==> src/rtl/clock_pkg.sv <==
// Shared constants for the BCD time-of-day counter: mode encoding, digit slices, blink patterns.
package clock_pkg;

  typedef enum logic [1:0] {
    ModeRun  = 2'd0,
    ModeSetH = 2'd1,
    ModeSetM = 2'd2
  } mode_e;

  localparam logic [3:0] DashCodeDefault = 4'hA;

  // Bit offsets of each 4-bit code within the packed digits word
  localparam int unsigned HrTensLsb  = 28;
  localparam int unsigned HrOnesLsb  = 24;
  localparam int unsigned DashHiLsb  = 20;
  localparam int unsigned MinTensLsb = 16;
  localparam int unsigned MinOnesLsb = 12;
  localparam int unsigned DashLoLsb  = 8;
  localparam int unsigned SecTensLsb = 4;
  localparam int unsigned SecOnesLsb = 0;

  localparam logic [7:0] BlankSetH = 8'b1100_0000;
  localparam logic [7:0] BlankSetM = 8'b0001_1000;
  localparam logic [7:0] BlankNone = 8'b0000_0000;

endpackage

==> src/rtl/bcd_mod_counter.sv <==
// Two-digit BCD counter that wraps from MAX to 00; wrap flags the increment that wraps.
module bcd_mod_counter #(
  parameter int unsigned MAX = 59
) (
  input  logic       i_clk,
  input  logic       i_rst,
  input  logic       i_inc,
  input  logic       i_clr,
  output logic [3:0] o_tens,
  output logic [3:0] o_ones,
  output logic       o_wrap
);

  localparam logic [3:0] MaxTens = 4'(MAX / 10);
  localparam logic [3:0] MaxOnes = 4'(MAX % 10);

  logic [3:0] r_tens;
  logic [3:0] r_ones;
  logic       w_at_max;

  assign w_at_max = (r_tens == MaxTens) && (r_ones == MaxOnes);
  assign o_wrap   = i_inc && !i_clr && w_at_max;
  assign o_tens   = r_tens;
  assign o_ones   = r_ones;

  always_ff @(posedge i_clk) begin
    if (i_rst || i_clr) begin
      r_tens <= 4'd0;
      r_ones <= 4'd0;
    end else if (i_inc) begin
      if (w_at_max) begin
        r_tens <= 4'd0;
        r_ones <= 4'd0;
      end else if (r_ones == 4'd9) begin
        r_tens <= r_tens + 4'd1;
        r_ones <= 4'd0;
      end else begin
        r_ones <= r_ones + 4'd1;
      end
    end
  end

endmodule

==> src/rtl/time_bcd_counter.sv <==
// 24-hour HH-MM-SS BCD clock with hour/minute set modes, blink mask and day rollover pulse.
module time_bcd_counter
  import clock_pkg::*;
#(
  parameter logic [3:0] DASH_CODE = DashCodeDefault
) (
  input  logic        i_clk,
  input  logic        i_rst,
  input  logic        i_en_all,
  input  logic        i_tick,
  input  logic        i_key_mode,
  input  logic        i_key_inc,
  output logic [31:0] o_digits,
  output logic [7:0]  o_blank_mask,
  output logic        o_day_pulse,
  output logic [1:0]  o_mode
);

  mode_e r_mode;
  logic  r_blink;
  logic  r_day_pulse;

  logic w_ev_mode, w_ev_inc, w_ev_tick;
  logic w_run, w_set_h, w_set_m, w_set;
  logic w_sec_inc, w_sec_clr, w_min_inc, w_hr_inc;
  logic w_sec_wrap, w_min_wrap, w_hr_wrap;
  logic [3:0] w_sec_t, w_sec_o, w_min_t, w_min_o, w_hr_t, w_hr_o;

  // A mode change swallows any increment or tick in the same cycle
  assign w_ev_mode = i_en_all && i_key_mode;
  assign w_ev_inc  = i_en_all && i_key_inc && !i_key_mode;
  assign w_ev_tick = i_en_all && i_tick && !i_key_mode;

  assign w_run   = (r_mode == ModeRun);
  assign w_set_h = (r_mode == ModeSetH);
  assign w_set_m = (r_mode == ModeSetM);
  assign w_set   = w_set_h || w_set_m;

  assign w_sec_inc = w_run && w_ev_tick;
  assign w_sec_clr = w_run && w_ev_mode;
  assign w_min_inc = (w_run && w_sec_wrap) || (w_set_m && w_ev_inc);
  assign w_hr_inc  = (w_run && w_min_wrap) || (w_set_h && w_ev_inc);

  bcd_mod_counter #(.MAX(59)) u_sec (
    .i_clk  (i_clk),
    .i_rst  (i_rst),
    .i_inc  (w_sec_inc),
    .i_clr  (w_sec_clr),
    .o_tens (w_sec_t),
    .o_ones (w_sec_o),
    .o_wrap (w_sec_wrap)
  );

  bcd_mod_counter #(.MAX(59)) u_min (
    .i_clk  (i_clk),
    .i_rst  (i_rst),
    .i_inc  (w_min_inc),
    .i_clr  (1'b0),
    .o_tens (w_min_t),
    .o_ones (w_min_o),
    .o_wrap (w_min_wrap)
  );

  bcd_mod_counter #(.MAX(23)) u_hr (
    .i_clk  (i_clk),
    .i_rst  (i_rst),
    .i_inc  (w_hr_inc),
    .i_clr  (1'b0),
    .o_tens (w_hr_t),
    .o_ones (w_hr_o),
    .o_wrap (w_hr_wrap)
  );

  always_ff @(posedge i_clk) begin
    if (i_rst) begin
      r_mode      <= ModeRun;
      r_blink     <= 1'b0;
      r_day_pulse <= 1'b0;
    end else if (i_en_all) begin
      r_day_pulse <= w_run && w_hr_wrap;
      if (w_ev_mode) begin
        r_blink <= 1'b0;
        unique case (r_mode)
          ModeRun:  r_mode <= ModeSetH;
          ModeSetH: r_mode <= ModeSetM;
          ModeSetM: r_mode <= ModeRun;
          default:  r_mode <= ModeRun;
        endcase
      end else if (w_set && w_ev_inc) begin
        r_blink <= 1'b0;
      end else if (w_set && w_ev_tick) begin
        r_blink <= !r_blink;
      end
    end
  end

  always_comb begin
    o_digits = '0;
    o_digits[HrTensLsb  +: 4] = w_hr_t;
    o_digits[HrOnesLsb  +: 4] = w_hr_o;
    o_digits[DashHiLsb  +: 4] = DASH_CODE;
    o_digits[MinTensLsb +: 4] = w_min_t;
    o_digits[MinOnesLsb +: 4] = w_min_o;
    o_digits[DashLoLsb  +: 4] = DASH_CODE;
    o_digits[SecTensLsb +: 4] = w_sec_t;
    o_digits[SecOnesLsb +: 4] = w_sec_o;
  end

  always_comb begin
    o_blank_mask = BlankNone;
    if (r_blink && w_set_h) o_blank_mask = BlankSetH;
    if (r_blink && w_set_m) o_blank_mask = BlankSetM;
  end

  assign o_day_pulse = r_day_pulse;
  assign o_mode      = r_mode;

endmodule

==> config.mk <==
export PLATFORM = sky130hd
export DESIGN_NAME = time_bcd_counter
export DESIGN_NICKNAME = d
export VERILOG_FILES = /design/src/rtl/clock_pkg.sv /design/src/rtl/bcd_mod_counter.sv /design/src/rtl/time_bcd_counter.sv
export SDC_FILE = /design/constraint.sdc
export NUM_CORES = 1
export LEC_CHECK = 0
export CELL_PAD_IN_SITES_DETAIL_PLACEMENT = 1
export CELL_PAD_IN_SITES_GLOBAL_PLACEMENT = 1
export CORE_MARGIN = 4
export CORE_UTILIZATION = 35
export DETAILED_ROUTE_END_ITERATION = 10
export GPL_TIMING_DRIVEN = 0
export PLACE_DENSITY = 0.89
export SLEW_MARGIN = 5
export SYNTH_ARGS = -nofsm -noshare
export SYNTH_HDL_FRONTEND = slang
export SYNTH_SLANG_ARGS = --single-unit
==> constraint.sdc <==
create_clock -name i_clk -period 2.28 [get_ports i_clk]
set_input_delay 0.684 -clock i_clk [delete_from_list [all_inputs] [get_ports i_clk]]
set_output_delay 0.684 -clock i_clk [all_outputs]
set_load 0.05 [all_outputs]
# ---- Yosys cells after proc, flatten, opt, wreduce, memory -nomap -nowiden
# Index checks and enable logic that the tools add are counted.
dict set report word_totals {
  register_bits 28
  in_bits 6
  out_inout_bits 43
  elab_cells 82
}
dict set report op_classes {
  n_addsub 6
  n_eq_ne 9
  n_mux 18
  reduce_logical 40
}
# op n
set ops {}
lappend ops {{$mux W4} 12}
lappend ops {{$add A4 B1 Y4 const B} 6}
lappend ops {{$logic_and A1 B1 Y1} 23}
lappend ops {{$mux W8} 2}
lappend ops {{$eq A4 B4 Y1 const B} 3}
lappend ops {{$reduce_and A2 Y1} 5}
lappend ops {{$eq A4 B2 Y1 const B} 2}
lappend ops {{$eq A4 B3 Y1 const B} 2}
lappend ops {{$reduce_bool A2 Y1} 3}
lappend ops {{$logic_or A1 B1 Y1} 4}
lappend ops {{$pmux W2 S2} 1}
lappend ops {{$logic_not A1 Y1} 3}
lappend ops {{$mux W1} 3}
lappend ops {{$reduce_bool A3 Y1} 1}
lappend ops {{$eq A2 B1 Y1 const B} 1}
lappend ops {{$eq A2 B2 Y1 const B} 1}
lappend ops {{$logic_not A2 Y1} 1}

# ---- Logic depth before layout (Yosys ltp)
# Gate-level depths: netlist of the first run.
dict set report logic_depth {
  word_depth 12
  depth_mapped 9
  mapped_depth_nobuf 7
}

# ---- By module
# A second synthesis of the first run with hierarchy kept.
dict set report unflattened {
  cells_unflattened 187
  hier_area_um2 1714.1
}
# mod n_inst cells_each area_per_inst_um2
set modules_own_cells {}
lappend modules_own_cells {{bcd_mod_counter (u_min ...)} 2 44 429.2}
lappend modules_own_cells {{bcd_mod_counter (u_hr)} 1 51 445.4}
lappend modules_own_cells {time_bcd_counter 1 48 410.4}

# ---- Least setup slack after synthesis of the first run
# No wires, ideal clock.
dict set report synth_timing {
  kind {reg2out}
  start {register r_mode[0], in the netlist o_mode[0]}
  end {output port o_blank_mask[7]}
  arrival_ps 2062
  setup_slack_ps -466
  path_stages_with_launch 5
  cell_sequence {dfxtp_1 > inv_1 > ha_1 > nor2_1 > buf_4}
}
dict set report synth_between {
  elab_chain_cells 4
  elab_cells_between_ends 6
  classes_between {2 x eq/ne; 2 x mux; 2 x reduce/logical}
}
# item line
set synth_rtl {}
lappend synth_rtl {{start: declaration} time_bcd_counter.sv:19} ;# mode_e r_mode;
lappend synth_rtl {{start signal: assignment} time_bcd_counter.sv:76} ;# r_mode <= ModeRun;
lappend synth_rtl {{start signal: assignment} time_bcd_counter.sv:84} ;# ModeRun: r_mode <= ModeSetH;
lappend synth_rtl {{start signal: assignment} time_bcd_counter.sv:85} ;# ModeSetH: r_mode <= ModeSetM;
lappend synth_rtl {{$eq A2 B1 Y1} time_bcd_counter.sv:35} ;# assign w_set_h = (r_mode == ModeSetH);
lappend synth_rtl {{$logic_and A1 B1 Y1} time_bcd_counter.sv:111} ;# if (r_blink && w_set_h) o_blank_mask = BlankSetH;
lappend synth_rtl {{$mux W8} time_bcd_counter.sv:111}
lappend synth_rtl {{$mux W8 (*)} time_bcd_counter.sv:112} ;# if (r_blink && w_set_m) o_blank_mask = BlankSetM;
lappend synth_rtl {{end: declaration} time_bcd_counter.sv:14} ;# output logic [7:0] o_blank_mask,
# Mark *: on every way between the ends. The rest lies on a longest branch, timed or not.

# ---- Worst setup path in the final report of the first run
dict set report layout_timing {
  start {register u_min.r_ones[1], in the netlist u_min.o_ones[1]}
  end {output port o_digits[13]}
}
# item line
set layout_rtl {}
lappend layout_rtl {{start: declaration} bcd_mod_counter.sv:18} ;# logic [3:0] r_ones;
lappend layout_rtl {{start signal: assignment} bcd_mod_counter.sv:38} ;# r_ones <= r_ones + 4'd1;
lappend layout_rtl {{end: declaration} time_bcd_counter.sv:13} ;# output logic [31:0] o_digits,
# No word-level cell between the ends.

==> flow_summary.toml, run 1 <==
[floorplanning]
die_x_um = 78.4
num_rows = 25
start_util = 0.364
ioPinCount = 49
core_area_sq_um = 4750
dieArea_sq_um = 6140
die_height_um = 78.4

[clock_tree]
htree_levels = 1
insertion_delay_ps = 280
clock_sinks = 28
cts_hold_buffers = 0
cts_made_buffers = 3
clk_path_buf_depth = 2
cts_tree = "yes"
root_buffer = "clkbuf_8"
clkTransAtPathRegs_ps = 100

[synthesis]
netlist_area_sq_um = 1730
synth_seq_cells = 28
syn_inst = 197
async_flop_share = 0
synth_area_per_cell_sq_um = 8.80
synth_enable_flop_cells = 0
synth_cell_types = 48
ys_warn_count = 0
ys.flop_type = "dfxtp_1"
ys_seq_area_frac = 0.323

[global_routing]
grt_pass1_wl_mm = 7.32
track_usage = 0.144
grt_max_degree = 16
antenna_found_initial = 0
grt_pass1_vias = 1509
gr-total-overflow = 0

[outcome]
status = "completed"

[timing]
slew_headroom = 0.624
hold_viol_final = 0
period_share = 0.972
rsz0062_at_grt = "no"
fmax_ghz = 0.451
period_minus_slack_ps = 2220
worst_slew_pin_slew_ps = 564
setup_viol = 0
hold-worst-slack_ps = 496
skew_ps = 3.73
maxSlewViolCount = 0

[drt]
viasPerCell = 4.88
wirelength_mm = 4.35
dr.pass1.iters = 4
initialDrtViolationCount = 62
drc = 0
detail-route-antenna-nets = 0
post_drt_wl_per_cell_um = 13.7
via_count = 1548

[placement]
hpwl_mm = 3.31
gp_congestion = 0.734
io_buffers = 35

[layout]
regArea_sq_um = 562
drive_gt1_frac = 0.184
diodes = 0
nNetsFinal = 272
syn_to_final_growth_pct = 33.1
multiInputGateArea_sq_um = 1010
final.fill_count = 580

[power]
finalPower_uw = 964
powerDensity_nw_per_um2 = 418
power_leakage_nw = 1.14
ir_drop_uv = 228

[worst_setup_path]
worst-setup-path-type = "reg2out"
crit_required_ps = 1600
start_kind = "flip-flop"
crit_chain = "clkdlybuf4s50_1"
cp_num_buf_inv = 1
r2r_start = "u_min.o_ones[0]"
crit_path_max_fanout = 5
cp_slowest_cell = "clkdlybuf4s50_1"
cpPeakStageDelay_ps = 830
crit_path_end_kind = "output pin"
arrival_ps = 1530
startpoint = "u_min.o_ones[1]"
crit_family = "buffers and inverters"

[worst_hold_path]
hold_path.class = "reg2reg"
min_from = "o_mode[0]"

[job]
maxCapViolCount = 0
-- what timing repair did --
item,in CTS,in global routing
resized for setup,21,14
setup buffers,0,4
pin swaps,0,2
setup endpoints to repair,13,19
gates cloned,0,0
-- metal layers --
metal	up-vias	wire length (um)	part of all wire	global-route usage
li1	769	-	-	-
met1	747	1940	0.45	0.180
met2	30	2230	0.51	0.259
met3	2	144	0.033	0.0195
met4	0	33	0.0076	0.0332
met5	-	0	0	0
-- placed cells by master, fill, tap and decap left out, types with 8 or more instances in the layout --
master            n
clkdlybuf4s50_1  19
dlymetal6s2s_1   10
a21oi_1          13
nand2_1          11
ha_1             14
dfxtp_1          27
nor2_1           22
conb_1           12
buf_4            20
nand3_1           8
inv_1             9
-- kinds of logic after synthesis --
logic type                 share of synthesized area
and+or+nand+nor                                0.238
muxes                                         0.0296
DFF                                            0.323
AOI/OAI and AO/OA                              0.160
xor gates and xnor gates                      0.0152
adders and majority gates                      0.108
other                                        0.00433
buffers and inverters                          0.121
-- through the flow --
stage          setup TNS, ps  cells  utilization  worst slack, ps  instance area, sq um
3_5_place_dp           -4860    309        0.466             -338                  2210
5_1_grt                    0    317        0.485             2.17                  2310
2_1_floorplan          -28.9    207            -            -28.9                  1780
6_report                   0    317        0.485             63.9                  2310
3_3_place_gp           -4270    309        0.466             -290                  2210
4_1_cts                    0    313        0.474             15.0                  2250
-- registers in the layout (all words and copies together) (netlist names) --
name and count:
o_day_pulse 1, u_hr.o_ones 4, u_sec.o_tens 4, r_blink 1, u_sec.o_ones 4, o_mode 2
u_min.o_tens 4, u_min.o_ones 4, u_hr.o_tens 4
-- layout make-up --
| cell class | count | share of cell area |
|---|---|---|
| plain buffers | 23 | 0.0765 |
| clock buffers | 4 | 0.0239 |
| inverters | 9 | 0.0146 |
| multi-input cells | 147 | 0.438 |
| flip-flops and latches | 28 | 0.243 |
| well taps | 67 | 0.0363 |
| repair buffers | 39 | 0.167 |
-- synthesized netlist by cell type, types with 2 or more instances --
library cell	n	share of area
dfxtp_1	28	0.32
nor2_1	23	0.050
buf_4	16	0.069
ha_1	15	0.11
a21oi_1	13	0.038
nand2_1	11	0.024
inv_1	9	0.019
nand3_1	8	0.023
nand2b_1	5	0.018
and3b_1	4	0.020
buf_6	4	0.026
mux2i_1	4	0.023
nor3_1	4	0.012
a31o_2	3	0.015
a31oi_1	3	0.011
and3_1	3	0.011
o21ai_0	3	0.0087
or3_1	3	0.011
a211oi_1	2	0.0087
a21o_1	2	0.0087
a311oi_1	2	0.010
and4b_1	2	0.012
clkbuf_1	2	0.0043
conb_1	2	0.0043
nand4_1	2	0.0072
xor2_1	2	0.010
-- report_power, final --
part	internal, mW	switching [mW]	total, mW	leakage, nW
Combinational	0.0471	0.0969	0.144	0.880
Clock	0.155	0.167	0.322	0.0288
Sequential	0.493	0.00541	0.499	0.226
-- path summary, 6_finish.rpt --
check                   endpoint  slack (ps)  cells after the start
hold / removal         o_mode[0]         500                      2
setup reg to reg  u_hr.o_ones[2]         260                      8
setup / recovery    o_digits[13]          60                      1
hold reg to reg        o_mode[0]         500                      2
(Power assumes the default switching activity.)
==> run 2: changes to the inputs <==
ABC_CLOCK_PERIOD_IN_PS = 2280   (was default)
==> results of run 2 <==
No change in the layout: final DEF, timing and power equal those of run 1.
